$ cat config.mk
export PLATFORM = sky130hd
export DESIGN_NAME = rtc_read_sequencer
export DESIGN_NICKNAME = d
export VERILOG_FILES = /design/src/rtl/rtc_read_sequencer.sv
export SDC_FILE = /design/constraint.sdc
export NUM_CORES = 1
export LEC_CHECK = 0
export ABC_AREA = 1
export BUFFER_PORTS_ARGS = -buffer_cell sky130_fd_sc_hd__buf_2
export CAP_MARGIN = 20
export CORE_ASPECT_RATIO = 1.4
export CORE_UTILIZATION = 48
export DETAILED_ROUTE_END_ITERATION = 8
export PLACE_DENSITY = 0.74
export SLEW_MARGIN = 20
export SYNTH_ARGS = -nofsm -noshare
export SYNTH_HDL_FRONTEND = slang
export SYNTH_SLANG_ARGS = --single-unit
export TNS_END_PERCENT = 10
$ cat constraint.sdc
create_clock -name clk -period 1.7 [get_ports clk]
set_input_delay 0.17 -clock clk [delete_from_list [all_inputs] [get_ports clk]]
set_output_delay 0.17 -clock clk [all_outputs]
set_load 0.05 [all_outputs]
$ cat src/rtl/rtc_read_sequencer.sv
// Burst read sequencer for the RTC multiplexed address/data bus.
// Runs N_REGS address/turnaround/read cycles and strobes each captured byte into a register bank.
module rtc_read_sequencer #(
    parameter int unsigned N_REGS    = 6,
    parameter int unsigned T_PHASE   = 4,
    parameter logic [7:0]  ADDR_BASE = 8'h21
) (
    input  logic              clk,
    input  logic              reset,
    input  logic              start,
    input  logic [7:0]        ad_in,
    output logic [7:0]        ad_out,
    output logic              ad_oe,
    output logic              cs_n,
    output logic              ale,
    output logic              rd_n,
    output logic [7:0]        data_out,
    output logic [N_REGS-1:0] ld_en,
    output logic              clr_regs,
    output logic              busy,
    output logic              done
);

    localparam int unsigned        IdxW    = (N_REGS > 1) ? $clog2(N_REGS) : 1;
    localparam logic [7:0]         PhLast  = 8'(T_PHASE - 1);
    localparam logic [IdxW-1:0]    IdxLast = IdxW'(N_REGS - 1);
    localparam logic [N_REGS-1:0]  LdOne   = N_REGS'(1);

    typedef enum logic [2:0] {
        StIdle, StAddr, StAhold, StTurn, StRead, StLoad, StDone
    } state_e;

    state_e          state_q, state_d;
    logic [7:0]      phase_q, phase_d;
    logic [IdxW-1:0] idx_q, idx_d;
    logic            phase_last;

    logic [7:0]        ad_out_d, data_out_d;
    logic [N_REGS-1:0] ld_en_d;
    logic              ad_oe_d, cs_n_d, ale_d, rd_n_d, clr_regs_d, busy_d, done_d;

    always_comb begin
        state_d    = state_q;
        phase_d    = '0;
        idx_d      = idx_q;
        phase_last = (phase_q == PhLast);

        unique case (state_q)
            StIdle: begin
                if (start) begin
                    state_d = StAddr;
                    idx_d   = '0;
                end
            end
            StAddr, StAhold, StTurn, StRead: begin
                if (phase_last) begin
                    unique case (state_q)
                        StAddr:  state_d = StAhold;
                        StAhold: state_d = StTurn;
                        StTurn:  state_d = StRead;
                        default: state_d = StLoad;
                    endcase
                end else begin
                    phase_d = phase_q + 8'd1;
                end
            end
            StLoad: begin
                if (idx_q == IdxLast) begin
                    state_d = StDone;
                end else begin
                    idx_d   = idx_q + IdxW'(1);
                    state_d = StAddr;
                end
            end
            StDone:  state_d = StIdle;
            default: state_d = StIdle;
        endcase

        // Outputs are decoded from the state being entered so the registers line up with it.
        ad_out_d   = '0;
        ad_oe_d    = 1'b0;
        ale_d      = 1'b0;
        cs_n_d     = 1'b1;
        rd_n_d     = 1'b1;
        ld_en_d    = '0;
        data_out_d = data_out;
        clr_regs_d = (state_q == StIdle) && start;
        busy_d     = (state_d != StIdle);
        done_d     = (state_d == StDone);

        if (state_d == StAddr || state_d == StAhold) begin
            ad_out_d = ADDR_BASE + 8'(idx_d);
            ad_oe_d  = 1'b1;
        end
        if (state_d == StAddr) ale_d = 1'b1;
        if (state_d inside {StAddr, StAhold, StTurn, StRead}) cs_n_d = 1'b0;
        if (state_d == StRead) rd_n_d = 1'b0;
        if (state_d == StLoad) ld_en_d = LdOne << idx_d;
        if (state_q == StRead && phase_last) data_out_d = ad_in;
    end

    always_ff @(posedge clk or posedge reset) begin
        if (reset) begin
            state_q  <= StIdle;
            phase_q  <= '0;
            idx_q    <= '0;
            ad_out   <= '0;
            ad_oe    <= 1'b0;
            cs_n     <= 1'b1;
            ale      <= 1'b0;
            rd_n     <= 1'b1;
            data_out <= '0;
            ld_en    <= '0;
            clr_regs <= 1'b0;
            busy     <= 1'b0;
            done     <= 1'b0;
        end else begin
            state_q  <= state_d;
            phase_q  <= phase_d;
            idx_q    <= idx_d;
            ad_out   <= ad_out_d;
            ad_oe    <= ad_oe_d;
            cs_n     <= cs_n_d;
            ale      <= ale_d;
            rd_n     <= rd_n_d;
            data_out <= data_out_d;
            ld_en    <= ld_en_d;
            clr_regs <= clr_regs_d;
            busy     <= busy_d;
            done     <= done_d;
        end
    end

endmodule

* Word level (Yosys, flattened, before mapping)
Index checks and enable logic that the tools add are counted.
** Word-level totals
- Output and inout bits :: 29
- Logic and storage cells :: 53
- Input bits :: 11
- Register bits after elaboration :: 43
** Operators by class
- Reduce and logical (&&, ||, !) cells :: 7
- $add $sub $neg :: 3
- Equal/unequal tests :: 13
- Multiplexer cells :: 16
- Shifts and indexed selects :: 1
** Operator list (count)
- equality test 3 bit, second input constant :: 6
- case mux 3 bit (3 select lines) :: 2
- 2-to-1 mux 8 bit :: 2
- 2-to-1 mux 3 bit :: 5
- equality test 3 x 2 -> 1 bit, second input constant :: 4
- adder 8 x 1 -> 8 bit, second input constant :: 1
- equality test 8 x 2 -> 1 bit, second input constant :: 1
- adder 6 x 3 -> 7 bit, first input constant :: 1
- 2-to-1 mux 7 bit :: 1
- equality test 3 x 1 -> 1 bit, second input constant :: 2
- 2-to-1 mux 6 bit :: 1
- case mux 3 bit (2 select lines) :: 1
- left shift 1 x 3 -> 6 bit, first input constant :: 1
- 2-to-1 mux 1 bit :: 4
- nonzero test 4 bit :: 1
- OR reduction 4 bit :: 1
- adder 3 x 1 -> 3 bit, second input constant :: 1
- logical NOT 3 bit :: 1
- nonzero test 3 bit :: 1
- logical AND 1 bit :: 2
- logical OR 1 bit :: 1

* Longest topological paths before layout
- Word-level depth :: 7
- Depth in mapped cells :: 12
- Mapped depth without buffers :: 12

* Least setup slack after synthesis
OpenSTA, ideal clock, no wires.
- Path kind :: register to register
- Start point :: register idx_q[0]
- End point :: register ad_out[2]
- Cell stages (with the launch flop) :: 10
- Path buffers :: 0
- Path slack :: -56 ps
- Library setup time :: 70 ps
- Arrival :: 1687 ps
- Cells stage by stage :: dfrtp_1 > ha_1 > nand2_1 > nor2_4 > inv_2 > nand2_2 > o21a_2 > ha_1 > ha_1 > nor2_2
** Between the ends
- Elaborated cells on any way between the ends :: 12
- Those cells by class :: add/sub: 2; eq/ne: 3; mux: 6; reduce/logical: 1
** RTL lines
- start: declaration :: RTL line 35 : logic [IdxW-1:0] idx_q, idx_d;
- start signal: assignment :: RTL line 120 : idx_q <= idx_d;
- adder 3 x 1 -> 3 bit or equality test 3 bit (tied branches) :: RTL line 71, 68
- 2-to-1 mux 3 bit :: RTL line 68 : if (idx_q == IdxLast) begin
- case mux 3 bit (2 select lines) * :: RTL line 48 : unique case (state_q)
- named net idx_d[0] :: RTL line 35
- adder 6 x 3 -> 7 bit * :: RTL line 92 : ad_out_d = ADDR_BASE + 8'(idx_d);
- 2-to-1 mux 7 bit * :: RTL line 91 : if (state_d == StAddr || state_d == StAhold) begin
- named net ad_out_d[2] :: RTL line 38 : logic [7:0] ad_out_d, data_out_d;
- end signal: assignment :: RTL line 121 : ad_out <= ad_out_d;
- end: declaration :: RTL line 12 : output logic [7:0] ad_out,
The timed path passes the listed nets; every way through them passes the cells marked *.
A chain may end at the register's enable or synchronous reset.

* Worst setup path in the final report
- Start point :: register state_q[0]
- End point :: register ad_out[2]
** Between the ends
- Elaborated cells on any way between the ends :: 17
- Those cells by class :: add/sub: 1; eq/ne: 7; mux: 6; reduce/logical: 3
** RTL lines
- start: declaration :: RTL line 33 : state_e state_q, state_d;
- start signal: assignment :: RTL line 104 : state_q <= StIdle;
- start signal: assignment :: RTL line 118 : state_q <= state_d;
- equality test 3 bit or logical NOT 3 bit (tied branches) :: RTL line 48
- case mux 3 bit (2 select lines) * :: RTL line 48
- named net idx_d[0] :: RTL line 35
- adder 6 x 3 -> 7 bit * :: RTL line 92
- 2-to-1 mux 7 bit * :: RTL line 91
- named net ad_out_d[2] :: RTL line 38
Marks and branches as above.

==> load_flow_metrics.sql <==
INSERT INTO impl_metrics (metric_group, metric, value, unit) VALUES
('run_status', 'failed_checks', 'negative hold slack', ''),
('placement', 'place_ws', '-38.39', 'ps'),
('run_status', 'result_of_the_run', 'complete, but fails checks', ''),
('power_and_ir_drop', 'power_density', '754.3', 'mW/mm²'),
('clock_tree', 'cts-buffers-inserted', '5', ''),
('routing', 'final_antenna_net_count', '0', ''),
('yosys', 'ys_top_cells_by_area', 'dfrtp_1 50%, ha_1 5.4%, nand2_1 3.8%', ''),
('worst_setup_path', 'kind_of_start_point_of_the_critical_path', 'flop', ''),
('yosys', 'synthAdderAreaFrac', '5.391', '%'),
('clock_tree', 'holdBufCountCts', '0', ''),
('worst_setup_path', 'critical_path.top_delay_family', 'simple AND/OR/NAND/NOR gates', ''),
('power_and_ir_drop', 'power_frac_comb', '5.7', '%'),
('worst_setup_path', 'critPathArrivalTime', '1910', 'ps'),
('yosys', 'syn_area_per_cell', '10.55', 'µm²'),
('yosys', 'synth.most_common_cell', 'dfrtp_1', ''),
('clock_tree', 'numClockSinks', '39', ''),
('clock_tree', 'cts.reportedPaths.clkPinSlew', '80', 'ps'),
('timing', 'setup_violations', '0', ''),
('job', 'max_cap_violations', '0', ''),
('yosys', 'synth_compound_gate_area_share', '3.639', '%'),
('yosys', 'synth.mux.area_fraction', '5.660', '%'),
('timing', 'finalHoldViolations', '27', ''),
('routing', 'remaining_drc_errors', '0', ''),
('yosys', 'cell_count_after_synthesis', '176', ''),
('yosys', 'synth-warning-count', '0', ''),
('yosys', 'synth_area_leader_cell', 'dfrtp_1', ''),
('yosys', 'synthesis.area', '0.001857', 'mm²'),
('clock_tree', 'worst_skew_pair.late_latency', '280', 'ps'),
('timing', 'fmax', '591.7', 'MHz'),
('power_and_ir_drop', 'power_switching_share', '21.79', '%'),
('global_routing', 'grt_max_degree', '40', ''),
('yosys', 'synth_edf_count', '0', ''),
('yosys', 'synth_top_family_by_area', 'simple AND/OR/NAND/NOR gates', ''),
('min_path', 'worstHoldPathType', 'input pin to asynchronous set/reset pin', ''),
('yosys', 'yosys.area_share.xor_xnor', '1.415', '%'),
('routing', 'final_wl', '3437', 'µm'),
('layout', 'n_antenna_cell', '0', ''),
('layout', 'syn_to_final_growth', '27.76', '%'),
('floorplanning', 'die_y', '75.59', 'µm'),
('clock_tree', 'cts_tree', 'yes', ''),
('layout', 'design.final.nets', '252', ''),
('floorplanning', 'fp-row-count', '26', ''),
('global_routing', 'grt_antenna_before_repair', '0', ''),
('worst_setup_path', 'end_kind', 'flop', ''),
('clock_tree', 'cts.root.buffer_cell', 'clkbuf_8', ''),
('timing', 'rsz0062_at_grt', 'yes', ''),
('global_routing', 'globalRouteTotalUtil', '17.68', '%'),
('worst_setup_path', 'timing.critical_path.slowest_stage_cell', 'dfrtp_1', ''),
('power_and_ir_drop', 'peak_supply_drop', '654.5', 'µV'),
('power_and_ir_drop', 'p_sw', '389.8', 'µW'),
('timing', 'worst_clk_skew', '7.950', 'ps'),
('clock_tree', 'htreeDepth', '2', ''),
('placement', 'gp_congestion', '0.7744', ''),
('timing', 'layout_worst_path_cycle_share', '99.41', '%'),
('yosys', 'synth.yosys.seq_area_share', '52.70', '%'),
('routing', 'avgViaCountPerCell', '4.819', ''),
('routing', 'route.vias.total', '1330', ''),
('power_and_ir_drop', 'power.clock.fraction', '41.7', '%'),
('yosys', 'count_of_different_cell_masters_after_synthesis', '29', ''),
('power_and_ir_drop', 'total_power', '1.789', 'mW'),
('worst_setup_path', 'critical_path.cell_chain', 'nor2_2 -> nand3_2 -> nand2_4 -> nand2_4 -> o21a_4 -> ha_2 -> ha_1 -> nor2_2', ''),
('yosys', 'yosysTopAreaCellShare', '49.87', '%'),
('timing', 'hold_ws', '-16.20', 'ps'),
('worst_setup_path', 'critPathBufInv', '0', ''),
('yosys', 'synthArstFlopShare', '100.0', '%'),
('power_and_ir_drop', 'power.sequential.fraction', '52.6', '%'),
('yosys', 'synth_common_cells', '37 x dfrtp_1, 19 x nand2_1, 18 x inv_1', ''),
('yosys', 'share_of_synthesized_cell_area_in_and_or_nand_and_nor_gates', '22.98', '%'),
('placement', 'number_of_buffers_inserted_by_port_buffering', '36', ''),
('timing', 'slew_violations', '0', ''),
('worst_setup_path', 'required', '1920', 'ps');
==> worst paths after layout <==
path | cells past startpoint | to | slack, ps | start
setup reg to reg | 8 | ad_out[2] | 10 | state_q[0]
hold reg to reg | 1 | phase_q[0] | 460 | phase_q[0]
min in group clk | 2 | data_out[6] | 120 | ad_in[6]
setup / recovery | 8 | ad_out[2] | 10 | state_q[0]
hold / removal | 3 | ld_en[3] | -20 | reset
max in group asynchronous | 3 | cs_n | 1360 | reset
==> cell usage in the layout, fill, tap and decap left out, types with 2 or more instances in the layout <==
cell type,Yosys,routed
dfrtp_1,37,37
buf_2,0,36
inv_1,18,17
buf_4,4,17
nand2_1,19,15
nor2_1,13,12
inv_2,9,10
nand2_4,5,9
nor3_1,9,9
nor2_2,6,7
nand2_2,6,6
nand3_1,6,5
ha_1,8,5
clkbuf_8,0,5
mux2_4,4,4
mux2_2,4,4
nor2_4,3,3
nand3_2,3,3
xor2_1,3,3
conb_1,1,3
nand3_4,1,2
o21ai_2,3,2
and3_1,2,2
a31oi_1,2,2
a21oi_1,2,2
ha_2,0,2
dfstp_2,2,2
==> cell type report <==
| cell class | instances | area [µm²] |
|---|---|---|
| repair buffers | 53 | 307.8 |
| clock inverters | 3 | 43.79 |
| inverters | 28 | 107.6 |
| multi-input cells | 106 | 813.3 |
| clock buffers | 5 | 68.82 |
| flip-flops and latches | 39 | 978.4 |
| well taps | 42 | 52.55 |
| fillers | 296 | 1304 |
==> sequential cells by signal, summed over array words and instances, names as in the netlist <==
name / cells
ad_out: 5
ale: 1
busy: 1
clr_regs: 1
cs_n: 1
data_out: 8
done: 1
idx_q: 3
ld_en: 6
phase_q: 8
rd_n: 1
state_q: 3
==> kinds of logic (layout without fill, tap and decap cells) <==
kind of cell | after synthesis | count (layout)
AOI/OAI and AO/OA | 10 | 10
xor gates and xnor gates | 3 | 3
adders and majority gates | 8 | 8
buffers and inverters | 33 | 89
DFF | 39 | 39
muxes | 8 | 8
other | 1 | 3
and+or+nand+nor | 74 | 74
==> power by group through the flow <==
stage / sequential (mW) / clock (mW) / combinational [mW]
2_1_floorplan: 0.994 / 0 / 0.0446
3_3_place_gp: 0.959 / 0 / 0.102
3_5_place_dp: 0.959 / 0 / 0.104
4_1_cts: 0.941 / 0.763 / 0.104
5_1_grt: 0.943 / 0.811 / 0.112
6_report: 0.941 / 0.745 / 0.103
==> metal layers <==
layer	vias up	wire length [µm]	track usage (%)	share of wire (%)
met5	-	0	0	0
met1	640	1211	16.62	35
met3	10	108	4.990	3.1
li1	655	-	-	-
met4	0	85	5.983	2.5
met2	25	2032	34.69	59
==> metrics by stage <==
stage	cell area, µm²	TNS (ps)
finish	2372	0
global route	2372	-185.2
CTS	2282	0
detailed placement	2112	-82.17
global placement	2112	0
floorplan	1876	0
==> worst reg2reg max path: stages, from the launching register on <==
cell     delay (ps)
dfrtp_1         410
nor2_2          170
nand3_2         130
nand2_4         100
nand2_4          60
o21a_4          210
ha_2            170
ha_1            290
nor2_2          100
==> repair_timing <==
action | in CTS | in global routing
pin swaps | 3 | 4
gates resized for setup | 3 | 13
setup buffers | 6 | 5
endpoints found under the setup margin | 6 | 19
(Power assumes the default switching activity.)
